[src/rtl/awg_pkg.sv]
// Shared definitions for the AWG host-link front end: UART receiver state
// encoding, default link timing and the ASCII codes the command parser keys on.
package awg_pkg;

    localparam int unsigned DEF_CLK_HZ = 50_000_000;
    localparam int unsigned DEF_BAUD   = 115_200;

    // Lower-case 'f' opens a frequency command on the host link.
    localparam logic [7:0] ASCII_F = 8'h66;
    localparam logic [7:0] ASCII_0 = 8'h30;
    localparam logic [7:0] ASCII_9 = 8'h39;

    typedef enum logic [2:0] {
        RX_IDLE      = 3'd0,
        RX_START     = 3'd1,
        RX_DATA      = 3'd2,
        RX_PARITY    = 3'd3,
        RX_STOP      = 3'd4,
        RX_WAIT_IDLE = 3'd5
    } uart_rx_state_t;

endpackage

[src/rtl/uart_rx_byte_sync_2ff.sv]
// Generic two-flop synchroniser for asynchronous inputs. The flops reset to
// RST_VAL so an idle-high line does not look like activity coming out of reset.
module sync_2ff #(
    parameter int                WIDTH   = 1,
    parameter logic [WIDTH-1:0]  RST_VAL = '1
) (
    input  logic             clk,
    input  logic             rst_n,
    input  logic [WIDTH-1:0] i_d,
    output logic [WIDTH-1:0] o_q
);

    logic [WIDTH-1:0] r_meta;
    logic [WIDTH-1:0] r_sync;

    // Two back-to-back flops; only r_sync is safe to use downstream.
    always_ff @(posedge clk or negedge rst_n) begin
        if (!rst_n) begin
            r_meta <= RST_VAL;
            r_sync <= RST_VAL;
        end else begin
            r_meta <= i_d;
            r_sync <= r_meta;
        end
    end

    assign o_q = r_sync;

endmodule

[src/rtl/uart_rx_byte.sv]
// UART byte receiver feeding the AWG command parser. Default frame is 8-N-1;
// defining UART_RX_PARITY_EN switches to 8-E-1 and enables parity_err.
// A good byte is loaded into cmd one cycle before rd pulses, so the parser
// always sees a settled cmd on the rising edge of rd.
//
// state        | meaning
// RX_IDLE      | line idle, waiting for a start edge
// RX_START     | half a bit in, confirm the start bit is still low
// RX_DATA      | sample 8 data bits LSB-first at bit centres
// RX_PARITY    | sample and check the even parity bit (parity builds only)
// RX_STOP      | sample the stop bit and report the frame outcome
// RX_WAIT_IDLE | after a framing error, wait for the line to return high
module uart_rx_byte
    import awg_pkg::*;
#(
    parameter int CLK_HZ = DEF_CLK_HZ,
    parameter int BAUD   = DEF_BAUD
) (
    input  logic       clk,
    input  logic       rst_n,
    input  logic       rxd,
    output logic [7:0] cmd,
    output logic       rd,
    output logic       frame_err,
    output logic       parity_err
);

    localparam int CLKS_PER_BIT = CLK_HZ / BAUD;
    localparam int CNT_W        = $clog2(CLKS_PER_BIT);
    localparam logic [CNT_W-1:0] CNT_HALF = CNT_W'(CLKS_PER_BIT / 2 - 1);
    localparam logic [CNT_W-1:0] CNT_LAST = CNT_W'(CLKS_PER_BIT - 1);

    logic           w_rxs;
    uart_rx_state_t r_state;
    logic [CNT_W-1:0] r_cnt;
    logic [2:0]     r_bit_idx;
    logic [7:0]     r_data;
    logic [7:0]     r_cmd;
    logic           r_load;
    logic           r_rd;
    logic           r_frame_err;
`ifdef UART_RX_PARITY_EN
    logic           r_par_bad;
    logic           r_parity_err;
`endif

    sync_2ff #(.WIDTH(1), .RST_VAL(1'b1)) u_sync (
        .clk   (clk),
        .rst_n (rst_n),
        .i_d   (rxd),
        .o_q   (w_rxs)
    );

    // Frame state machine, bit timing, shift register and output strobes.
    always_ff @(posedge clk or negedge rst_n) begin
        if (!rst_n) begin
            r_state      <= RX_IDLE;
            r_cnt        <= '0;
            r_bit_idx    <= '0;
            r_data       <= '0;
            r_cmd        <= '0;
            r_load       <= 1'b0;
            r_rd         <= 1'b0;
            r_frame_err  <= 1'b0;
`ifdef UART_RX_PARITY_EN
            r_par_bad    <= 1'b0;
            r_parity_err <= 1'b0;
`endif
        end else begin
            r_load      <= 1'b0;
            r_rd        <= r_load;
            r_frame_err <= 1'b0;
`ifdef UART_RX_PARITY_EN
            r_parity_err <= 1'b0;
`endif
            case (r_state)
                RX_IDLE: begin
                    r_cnt <= '0;
                    if (!w_rxs) r_state <= RX_START;
                end
                RX_START: begin
                    if (r_cnt == CNT_HALF) begin
                        r_cnt     <= '0;
                        r_bit_idx <= '0;
                        r_state   <= w_rxs ? RX_IDLE : RX_DATA;
                    end else begin
                        r_cnt <= r_cnt + 1'b1;
                    end
                end
                RX_DATA: begin
                    if (r_cnt == CNT_LAST) begin
                        r_cnt     <= '0;
                        r_data    <= {w_rxs, r_data[7:1]};
                        r_bit_idx <= r_bit_idx + 3'd1;
                        if (r_bit_idx == 3'd7) begin
`ifdef UART_RX_PARITY_EN
                            r_state <= RX_PARITY;
`else
                            r_state <= RX_STOP;
`endif
                        end
                    end else begin
                        r_cnt <= r_cnt + 1'b1;
                    end
                end
`ifdef UART_RX_PARITY_EN
                RX_PARITY: begin
                    if (r_cnt == CNT_LAST) begin
                        r_cnt     <= '0;
                        r_par_bad <= (w_rxs != (^r_data));
                        r_state   <= RX_STOP;
                    end else begin
                        r_cnt <= r_cnt + 1'b1;
                    end
                end
`endif
                RX_STOP: begin
                    if (r_cnt == CNT_LAST) begin
                        r_cnt <= '0;
                        if (w_rxs) begin
`ifdef UART_RX_PARITY_EN
                            if (r_par_bad) begin
                                r_parity_err <= 1'b1;
                            end else begin
                                r_cmd  <= r_data;
                                r_load <= 1'b1;
                            end
`else
                            r_cmd  <= r_data;
                            r_load <= 1'b1;
`endif
                            // Leave mid-stop-bit so a back-to-back start edge is caught.
                            r_state <= RX_IDLE;
                        end else begin
                            r_frame_err <= 1'b1;
                            r_state     <= RX_WAIT_IDLE;
                        end
                    end else begin
                        r_cnt <= r_cnt + 1'b1;
                    end
                end
                RX_WAIT_IDLE: begin
                    if (w_rxs) r_state <= RX_IDLE;
                end
                default: r_state <= RX_IDLE;
            endcase
        end
    end

    assign cmd       = r_cmd;
    assign rd        = r_rd;
    assign frame_err = r_frame_err;
`ifdef UART_RX_PARITY_EN
    assign parity_err = r_parity_err;
`else
    assign parity_err = 1'b0;
`endif

endmodule

[config.mk]
export PLATFORM = sky130hd
export DESIGN_NAME = uart_rx_byte
export DESIGN_NICKNAME = d
export VERILOG_FILES = /design/src/rtl/awg_pkg.sv /design/src/rtl/uart_rx_byte_sync_2ff.sv /design/src/rtl/uart_rx_byte.sv
export SDC_FILE = /design/constraint.sdc
export NUM_CORES = 1
export LEC_CHECK = 0
export CORE_AREA = 2 2 73 75
export DETAILED_ROUTE_END_ITERATION = 8
export DIE_AREA = 0 0 75 77
export PLACE_DENSITY = 0.59
export RECOVER_POWER = 100
export SLEW_MARGIN = 20
export SYNTH_ARGS = -nofsm -noshare
export SYNTH_HDL_FRONTEND = slang
export SYNTH_SLANG_ARGS = --single-unit
[constraint.sdc]
create_clock -name clk -period 3 [get_ports clk]
set_input_delay 0.3 -clock clk [delete_from_list [all_inputs] [get_ports clk]]
set_output_delay 0.3 -clock clk [all_outputs]
set_load 0.05 [all_outputs]
==> impl_metrics.json <==
{
  "dp.cells": 224,
  "fin_cells": 232,
  "pre_cts_ws_ns": 1.176,
  "violations": "capacitance limit, slew limit",
  "setup.worst_path.start_class": "flip-flop",
  "clk_pin_slew_ns": 0.08,
  "ctsRootBufferMaster": "clkbuf_8",
  "routed_via_density": 4.772,
  "relSlewSlack_pct": -26.03,
  "path_class": "flip-flop to flip-flop",
  "postRouteAntennaNets": 0,
  "switching_power_mw": 0.1909,
  "wl_per_cell_um": 12.21,
  "drc": 0,
  "min_path_type": "flip-flop to flip-flop",
  "die_h_um": 77,
  "row_count": 26,
  "end_kind": "flip-flop",
  "syn_inst": 145,
  "cp_max_fo": 9,
  "synth_async_sr_flop_share_pct": 100.0,
  "cts.sinks": 36,
  "grt_pass1_vias": 1040,
  "slew_viol_final": 37,
  "drive_gt1_share_pct": 18.52,
  "outcome": "finished with violations",
  "final-setup-viol-count": 0,
  "tightestPinTransition_ns": 1.890,
  "io_buffers": 12,
  "die_w_um": 75,
  "fin_crit_ns": 2.111,
  "p_seq_share_pct": 56.4,
  "timing.final.crit_share_pct": 70.36,
  "pwr-share-clk_pct": 41.8,
  "dieArea_um2": 5775,
  "ff2ff_path_depth": 6,
  "ys_ff_latch": 36,
  "dr.pass1.iters": 4,
  "worstSkewPairLatency_ns": 0.29,
  "yosysTopAreaCell": "dfrtp_1",
  "vias": 1107,
  "yosysSeqAreaShare_pct": 53.52,
  "num_antenna_cells": 0,
  "cts_hold_buf": 0,
  "final_common_cell": "dfrtp_1",
  "syn_area_per_cell_um2": 11.64,
  "yosys_warnings": 0,
  "total_leakage_power_nw": 0.9329,
  "antenna_found_initial": 0,
  "fin_setup_tns_ns": 0,
  "worstPathArrival_ns": 2.28,
  "cts-buffers-inserted": 5,
  "netlist_top_cells_area": "dfrtp_1 (50%), mux2_2 (11%), nand2_1 (4.2%)",
  "grt_setup_unrepaired": "false",
  "power_density_nw_per_um2": 446.2,
  "yosysTopAreaCellShare_pct": 50.41,
  "grt_max_degree": 37,
  "required_ns": 3.17,
  "cts-resized-gates": 0,
  "ir_drop_v": 0.0002554,
  "max_freq_ghz": 0.4737,
  "netSwitchingFraction_pct": 22.02,
  "routabilityCongestion": 0.8894,
  "core-area_um2": 4977,
  "drv_cap": 1,
  "grt-ovfl-total": 0,
  "yosys_most_used_dff": "dfrtp_1",
  "synth.distinct_cells": 44,
  "holdPathStages": 0,
  "cts_buffer_depth": 2,
  "cts_tree": "yes",
  "grt_usage_pct": 10.57,
  "setup_ws_ns": 0.8891,
  "cts_post_setup_buffers_inserted": 0,
  "htree_num_levels": 2,
  "initial_core_util_pct": 33.91,
  "hpwl_um": 1929,
  "synth_edf_count": 0,
  "p_int_mw": 0.6761,
  "power_frac_comb_pct": 1.7,
  "area_delta_synth_final_pct": 15.12,
  "wl_um": 2833,
  "syn-num-nets": 153,
  "hold_violations": 0,
  "grt_pass1_wl_um": 4747,
  "final_cell_mix": "dfrtp_1 (34), nand2_1 (19), mux2_2 (16), dlygate4sd3_1 (11), nor2_1 (10)",
  "syn_area_um2": 1688,
  "skew_ns": 0.005232,
  "ios": 14,
  "drt-initial-drc-count": 40,
  "fin_nets": 169
}
## routing by layer
layer | GRT usage (%) | share of wire, % | vias to the layer above
met3 | 3.679 | 5.6 | 5
met4 | 3.571 | 1.2 | 0
met1 | 14.15 | 47 | 523
met5 | 0 | 0 | -
li1 | - | - | 539
met2 | 15.79 | 46 | 40
## power groups by stage
stage | logic (mW) | clock network [mW] | registers (mW)
after global routing | 0.0174 | 0.398 | 0.489
after global placement | 0.0169 | 0 | 0.499
after detailed placement | 0.0171 | 0 | 0.499
after floorplan | 0.00616 | 0 | 0.497
final | 0.0152 | 0.363 | 0.489
after CTS | 0.0171 | 0.374 | 0.489
## worst paths after layout
| kind | startpoint | endpoint | slack (ns) |
|---|---|---|---|
| worst max register to register | r_cnt[1] | cmd[0] | 0.89 |
| max in group asynchronous | rst_n | r_data[3] | 0.91 |
| worst min-delay path | r_load | rd | 0.35 |
| worst min register to register | r_load | rd | 0.35 |
| worst max-delay path | r_cnt[1] | cmd[0] | 0.89 |
| min in group asynchronous | rst_n | r_state[1] | 1.01 |
## worst max-delay path, stage by stage, from the launching register on
cell      delay [ns]
dfrtp_1         0.41
inv_1           0.09
ha_1            0.13
and4bb_1        0.29
and2_0          0.26
nand3_1         0.39
mux2_2          0.41
## flip-flops by register name, summed over array words and instances, names as in the netlist
name and count:
u_sync.r_meta 1, r_data 8, u_sync.o_q 1, frame_err 1
r_state 3, r_cnt 9, cmd 8, rd 1
r_bit_idx 3, r_load 1
## cell type report
cell class              count  area, µm²
multi-input cells         101      715.7
clock buffers               6      82.58
fillers                   466       3034
inverters                   4      15.01
repair buffers             13      123.9
well taps                  70      87.58
flip-flops and latches     36      903.4
clock inverters             2      15.01
## cell usage after synthesis (2+ instances only)
library cell  instances
dfrtp_1              34
o22ai_1               5
nand2_1              19
xnor2_1               3
ha_1                  5
dfstp_2               2
and2_1                2
nor2_1               10
inv_1                 4
a21oi_1               4
o21ai_1               3
nor3_1                3
nand3_1               2
a32o_1                2
o21a_1                3
mux2_2               16
## metrics by stage
stage | instance area [µm²] | hold slack (ns) | util [%] | power (mW)
5_1_grt | 1943 | 0.3649 | 39.04 | 0.9041
2_1_floorplan | 1688 | 0.004409 | - | 0.5033
3_5_place_dp | 1876 | 0.3347 | 37.68 | 0.5159
4_1_cts | 1973 | 0.3528 | 39.64 | 0.8809
3_3_place_gp | 1876 | 0.3321 | 37.68 | 0.5156
6_report | 1943 | 0.3514 | 39.04 | 0.8670
## cell families after synthesis
| family | count (synthesis) | synth area share [%] |
|---|---|---|
| compound gates | 25 | 10.60 |
| fa+ha+maj | 5 | 3.706 |
| flops | 36 | 53.52 |
| mux | 16 | 10.67 |
| simple gates | 51 | 17.20 |
| buf+inv | 8 | 2.520 |
| other cells | 1 | 0.2222 |
| xor+xnor | 3 | 1.557 |
Power figures use the tool's default switching activity.
